**src/rtl/arb_pkg.sv**
```systemverilog
// Shared types for the round-robin bus arbiter: FSM encoding, size limits and
// a one-hot to binary index helper.
package arb_pkg;

   localparam int ARB_MAX_REQ = 16;
   localparam int ARB_IDX_W   = $clog2(ARB_MAX_REQ);

   typedef enum logic [1:0] {
      ARB_IDLE  = 2'd0,
      ARB_GRANT = 2'd1,
      ARB_TURN  = 2'd2
   } arb_state_t;

   function automatic logic [ARB_IDX_W-1:0] onehot_to_idx(input logic [ARB_MAX_REQ-1:0] oh);
      logic [ARB_IDX_W-1:0] idx;
      idx = '0;
      for (int i = 0; i < ARB_MAX_REQ; i++) begin
         if (oh[i]) idx = idx | ARB_IDX_W'(i);
      end
      return idx;
   endfunction

endpackage

```
**src/rtl/rr_pick.sv**
```systemverilog
// Combinational rotating-priority picker: first set request at or above ptr,
// wrapping, found via a double-width mask and a lowest-set-bit isolate.
module rr_pick
   import arb_pkg::*;
#(
   parameter int N  = 4,
   parameter int IW = $clog2(N)
) (
   input  logic [N-1:0]  req,
   input  logic [IW-1:0] ptr,
   output logic [N-1:0]  win_oh,
   output logic [IW-1:0] win_idx,
   output logic          any
);

   logic [2*N-1:0]         dbl;
   logic [2*N-1:0]         mask;
   logic [2*N-1:0]         masked;
   logic [2*N-1:0]         lowest;
   logic [ARB_MAX_REQ-1:0] oh_ext;

   always_comb begin
      dbl    = {req, req};
      // Upper copy is never masked, so a wrapped winner is always found there.
      mask   = ~(((2*N)'(1) << ptr) - (2*N)'(1));
      masked = dbl & mask;
      lowest = masked & (~masked + (2*N)'(1));
      win_oh = lowest[N-1:0] | lowest[2*N-1:N];
      oh_ext = '0;
      oh_ext[N-1:0] = win_oh;
      win_idx = IW'(onehot_to_idx(oh_ext));
      any     = |req;
   end

endmodule

```
**src/rtl/shared_bus_arbiter.sv**
```systemverilog
// Round-robin arbiter with registered one-hot grants and a one-cycle turnaround.
// Define ARB_TIMEOUT_EN to build the hold watchdog that revokes stuck grants.
module shared_bus_arbiter
   import arb_pkg::*;
#(
   parameter int N_REQ          = 4,
   parameter int TIMEOUT_CYCLES = 255
) (
   input  logic                     clk,
   input  logic                     rst_n,
   input  logic [N_REQ-1:0]         req,
   input  logic [N_REQ-1:0]         done,
   output logic [N_REQ-1:0]         gnt,
   output logic [$clog2(N_REQ)-1:0] gnt_id,
   output logic                     busy,
   output logic                     timeout_err
);

   localparam int IW = $clog2(N_REQ);

   arb_state_t       state_q, state_d;
   logic [N_REQ-1:0] gnt_q, gnt_d;
   logic [IW-1:0]    id_q, id_d;
   logic [IW-1:0]    ptr_q, ptr_d;
   logic             busy_q, busy_d;
   logic [N_REQ-1:0] win_oh;
   logic [IW-1:0]    win_idx;
   logic             any_req;
   logic             rel;
   logic             wdog_fire;

   rr_pick #(.N(N_REQ), .IW(IW)) u_pick (
      .req     (req),
      .ptr     (ptr_q),
      .win_oh  (win_oh),
      .win_idx (win_idx),
      .any     (any_req)
   );

   // A simultaneous done and req drop collapses into this single release.
   assign rel = (state_q == ARB_GRANT) && (done[id_q] || !req[id_q]);

`ifdef ARB_TIMEOUT_EN
   localparam int CW = $clog2(TIMEOUT_CYCLES + 1);

   logic [CW-1:0] cnt_q, cnt_d;
   logic          tmo_q, tmo_d;

   assign wdog_fire = (state_q == ARB_GRANT) && (cnt_q == CW'(TIMEOUT_CYCLES - 1));

   always_comb begin
      cnt_d = (state_q == ARB_GRANT) ? cnt_q + CW'(1) : '0;
      tmo_d = wdog_fire && !rel;
   end

   always_ff @(posedge clk or negedge rst_n) begin
      if (!rst_n) begin
         cnt_q <= '0;
         tmo_q <= 1'b0;
      end else begin
         cnt_q <= cnt_d;
         tmo_q <= tmo_d;
      end
   end

   assign timeout_err = tmo_q;
`else
   logic unused_cfg;
   assign unused_cfg  = ^TIMEOUT_CYCLES;
   assign wdog_fire   = 1'b0;
   assign timeout_err = 1'b0;
`endif

   always_comb begin
      state_d = state_q;
      gnt_d   = gnt_q;
      id_d    = id_q;
      ptr_d   = ptr_q;
      busy_d  = busy_q;
      case (state_q)
         ARB_GRANT: begin
            if (rel || wdog_fire) begin
               state_d = ARB_TURN;
               gnt_d   = '0;
               busy_d  = 1'b0;
               ptr_d   = (id_q == IW'(N_REQ - 1)) ? '0 : id_q + IW'(1);
            end
         end
         default: begin
            // TURN already spent its dead cycle, so it arbitrates exactly like IDLE.
            if (any_req) begin
               state_d = ARB_GRANT;
               gnt_d   = win_oh;
               id_d    = win_idx;
               busy_d  = 1'b1;
            end else begin
               state_d = ARB_IDLE;
               gnt_d   = '0;
               busy_d  = 1'b0;
            end
         end
      endcase
   end

   always_ff @(posedge clk or negedge rst_n) begin
      if (!rst_n) begin
         state_q <= ARB_IDLE;
         gnt_q   <= '0;
         id_q    <= '0;
         ptr_q   <= '0;
         busy_q  <= 1'b0;
      end else begin
         state_q <= state_d;
         gnt_q   <= gnt_d;
         id_q    <= id_d;
         ptr_q   <= ptr_d;
         busy_q  <= busy_d;
      end
   end

   assign gnt    = gnt_q;
   assign gnt_id = id_q;
   assign busy   = busy_q;

endmodule

```
**config.mk**
```make
export PLATFORM = sky130hd
export DESIGN_NAME = shared_bus_arbiter
export DESIGN_NICKNAME = d
export VERILOG_FILES = /design/src/rtl/arb_pkg.sv /design/src/rtl/rr_pick.sv /design/src/rtl/shared_bus_arbiter.sv
export SDC_FILE = /design/constraint.sdc
export NUM_CORES = 1
export LEC_CHECK = 0
export BUFFER_PORTS_ARGS = -buffer_cell sky130_fd_sc_hd__buf_2
export CAP_MARGIN = 20
export CORE_AREA = 2 2 47 49
export CTS_CLUSTER_SIZE = 20
export DETAILED_ROUTE_END_ITERATION = 6
export DIE_AREA = 0 0 49 51
export PLACE_DENSITY = 0.53
export SYNTH_ARGS = -nofsm -noshare
export SYNTH_HDL_FRONTEND = slang
export SYNTH_SLANG_ARGS = --single-unit
```
**constraint.sdc**
```tcl
create_clock -name clk -period 2.4 [get_ports clk]
set_input_delay 0.36 -clock clk [delete_from_list [all_inputs] [get_ports clk]]
set_output_delay 0.36 -clock clk [all_outputs]
set_load 0.01 [all_outputs]
```
==> metrics.cfg <==
[die]
dieArea_mm2 = 0.00250
start_util_pct = 27.8
ios = 18
dieWidth_um = 49
rows = 17
core_area_mm2 = 0.00206
die_h_um = 51

[layout]
num_antenna_cells = 0
layout-drive-gt1-share_pct = 27.6
finalCoreUtilization_pct = 34.6
final_cells = 104
fill_cells = 225
seq_area_um2 = 250
layout.nets = 90
area_growth_pct = 24.5
multi_input_area_um2 = 308

[critical_path]
critical_path.max_fanout = 8
setup.worst_path.end_class = flop
regToRegEndpoint = gnt_id[0]$_DFFE_PN0P_
regToRegStartpoint = ptr_q[1]$_DFFE_PN0P_
worst_path_largest_cell_delay_ns = 0.45
r2r_slack_ns = 0.47
critPathArrivalTime_ns = 2.12
critPathLaunchType = flop
crit_chain = or2_2 > ha_1 > a21oi_1 > nor3b_1 > a211o_1
worstSetupPathType = reg2reg
reg2regPathDepth = 5
critPathRequiredTime_ns = 2.59
cpMaxStageDelayCell = dfrtp_1

[global_routing]
grt_pass1_vias = 502
grt_pass1_wl_um = 2260
antenna_found_initial = 0
grt_max_degree = 11
grtUsageTotal_pct = 11.9
grt-ovfl-total = 0

[synthesis]
synth_top_family_by_area = simple AND/OR/NAND/NOR gates
yosysTopAreaCellShare_pct = 43.7
synth-seq-cells = 10
syn_nets = 69
synthTopCellsByArea = dfrtp_1 44%, nand2b_1 5.5%, a21o_1 5.2%, a21oi_1 4.4%, ha_1 4.4%
synth_fa_ha_area_share_pct = 4.37
synth_compound_area_share_pct = 19.0
synthMuxAreaShare_pct = 3.93
synth-simple-area-share_pct = 25.8
synth_cells = 57
yosysWarnings = 0
synth_area_per_cell_um2 = 10.1
synth_area_leader_cell = dfrtp_1
synth_xor_area_share_pct = 0
ys_seq_area_share_pct = 43.7
synthDistinctLibCells = 26
synthesis.area_um2 = 573

[pwr]
vdd.ir_drop.worst_mv = 0.626
p_leak_nw = 0.376
powerDensity_mw_per_mm2 = 1220

[timing]
fin_skew_ns = 0.00648
fin_crit_sh_pct = 80.4
tns_ns = 0
setup-violations-final = 0
finalHoldViolations = 0
fmax_ghz = 0.519
grt_setup_unrepaired = no
finalMaxSlewViolations = 0
min_period_ns = 1.93

[route]
vias = 507
drtIter0Drc = 9
vias_per_cell = 4.88
wl_per_cell_um = 12.2
firstDrtPassIters = 4
drtAntennaViolNets = 0
drt_wl_total_um = 1270
drc = 0

[hold_path]
min_from = req[0]
holdPathEnd = gnt[0]$_DFFE_PN0P_
hold_depth = 2
hold_class = in2reg

[cts]
cts_tree = built
clkSinkCount = 10
cts.htree.levels = 1
clk_path_buf_depth = 2
clkTransAtPathRegs_ns = 0.06
cts-root-buf = clkbuf_4
cts_buffers = 3
clk-insertion-delay-late_ns = 0.26

[placement]
dp_hpwl_um = 1010
io_buffers = 16
numPlacedInstances = 100
gp_congestion = 0.730

[job]
drv_cap = 0

[outcome]
status = finished clean

==> layer usage <==
| layer | routed length, um | global-route usage (%) | up-vias |
|---|---|---|---|
| met5 | 0 | 0 | - |
| met4 | 36 | 8.57 | 0 |
| met3 | 67 | 2.34 | 4 |
| met2 | 552 | 18.0 | 17 |
| met1 | 618 | 15.1 | 237 |
| li1 | - | - | 249 |
==> worst max path at each step <==
stage	startpoint	end	cells past startpoint
finish	ptr_q[1]$_DFFE_PN0P_	gnt_id[0]$_DFFE_PN0P_	5
global placement	ptr_q[1]$_DFFE_PN0P_	gnt_id[0]$_DFFE_PN0P_	5
detailed placement	ptr_q[1]$_DFFE_PN0P_	gnt_id[0]$_DFFE_PN0P_	5
floorplan	ptr_q[1]$_DFFE_PN0P_	gnt_id[0]$_DFFE_PN0P_	6
global route	ptr_q[1]$_DFFE_PN0P_	gnt_id[0]$_DFFE_PN0P_	5
CTS	ptr_q[1]$_DFFE_PN0P_	gnt_id[0]$_DFFE_PN0P_	5
==> timing repair <==
item,CTS,global route
hold buffers,1,0
buffers inserted,0,0
gates resized for setup,0,0
endpoints found under the hold margin,10,0
==> report_power, final <==
group	internal [W]	switching, W
clock network	0.0000576	0.0000503
logic	0.000214	0.000218
registers	0.000249	0.0000825
==> Yosys cell counts (all sizes together) <==
cell     n
dfrtp   10
a21oi    5
nand2b   5
a21o     4
nor2     4
nand2    3
o21ai    3
a211o    2
ha       2
inv      2
mux2     2
a32o     1
and4b    1
and4bb   1
buf      1
conb     1
nand3    1
nor2b    1
nor3     1
nor3b    1
nor4     1
nor4b    1
nor4bb   1
o2111a   1
or2      1
or3      1
==> placed cells by master, fill, tap and decap left out, types with 2 or more instances in the layout <==
cell / instances
a211o_1: 2
a21o_1: 4
a21oi_1: 5
buf_2: 16
clkbuf_4: 3
dfrtp_1: 10
ha_1: 2
inv_1: 2
mux2_1: 2
nand2_1: 3
nand2b_1: 5
nor2_1: 4
o21ai_0: 3
==> through the flow <==
step | setup slack, ns | total power, W | cell area (um^2) | hold WS [ns]
final | 0.471 | 0.000870 | 713 | 0.432
after global routing | 0.355 | 0.000965 | 713 | 0.431
after CTS | 0.491 | 0.000889 | 713 | 0.424
after detailed placement | 0.507 | 0.000772 | 681 | 0.236
after global placement | 0.499 | 0.000771 | 681 | 0.235
after floorplan | 0.678 | 0.000628 | 573 | 0.0644
==> area by class of cell <==
type                       instances  share of cell area (%)
tap                               28                    4.91
clock buffer                       3                    3.16
multi-input combinational         44                    43.2
sequential                        10                    35.1
timing repair buffer              17                    12.6
inverter                           2                    1.05
==> cells by family after synthesis <==
kind of cell	Yosys count
compound gates	16
fa+ha+maj	2
buf+inv	3
flops	10
mux	2
other cells	1
simple gates	23
==> sequential cells by signal, indices dropped and copies added, names as in the netlist <==
signal   flops
gnt_id       2
gnt          4
ptr_q        2
state_q      2
==> critical path: cells and delay by family, from the launching register on <==
| kind | cells | cell delay [ns] |
|---|---|---|
| compound gates | 2 | 0.35 |
| fa+ha+maj | 1 | 0.34 |
| flops | 1 | 0.45 |
| simple gates | 2 | 0.73 |
Note: power is estimated with default switching activity, not from simulation.
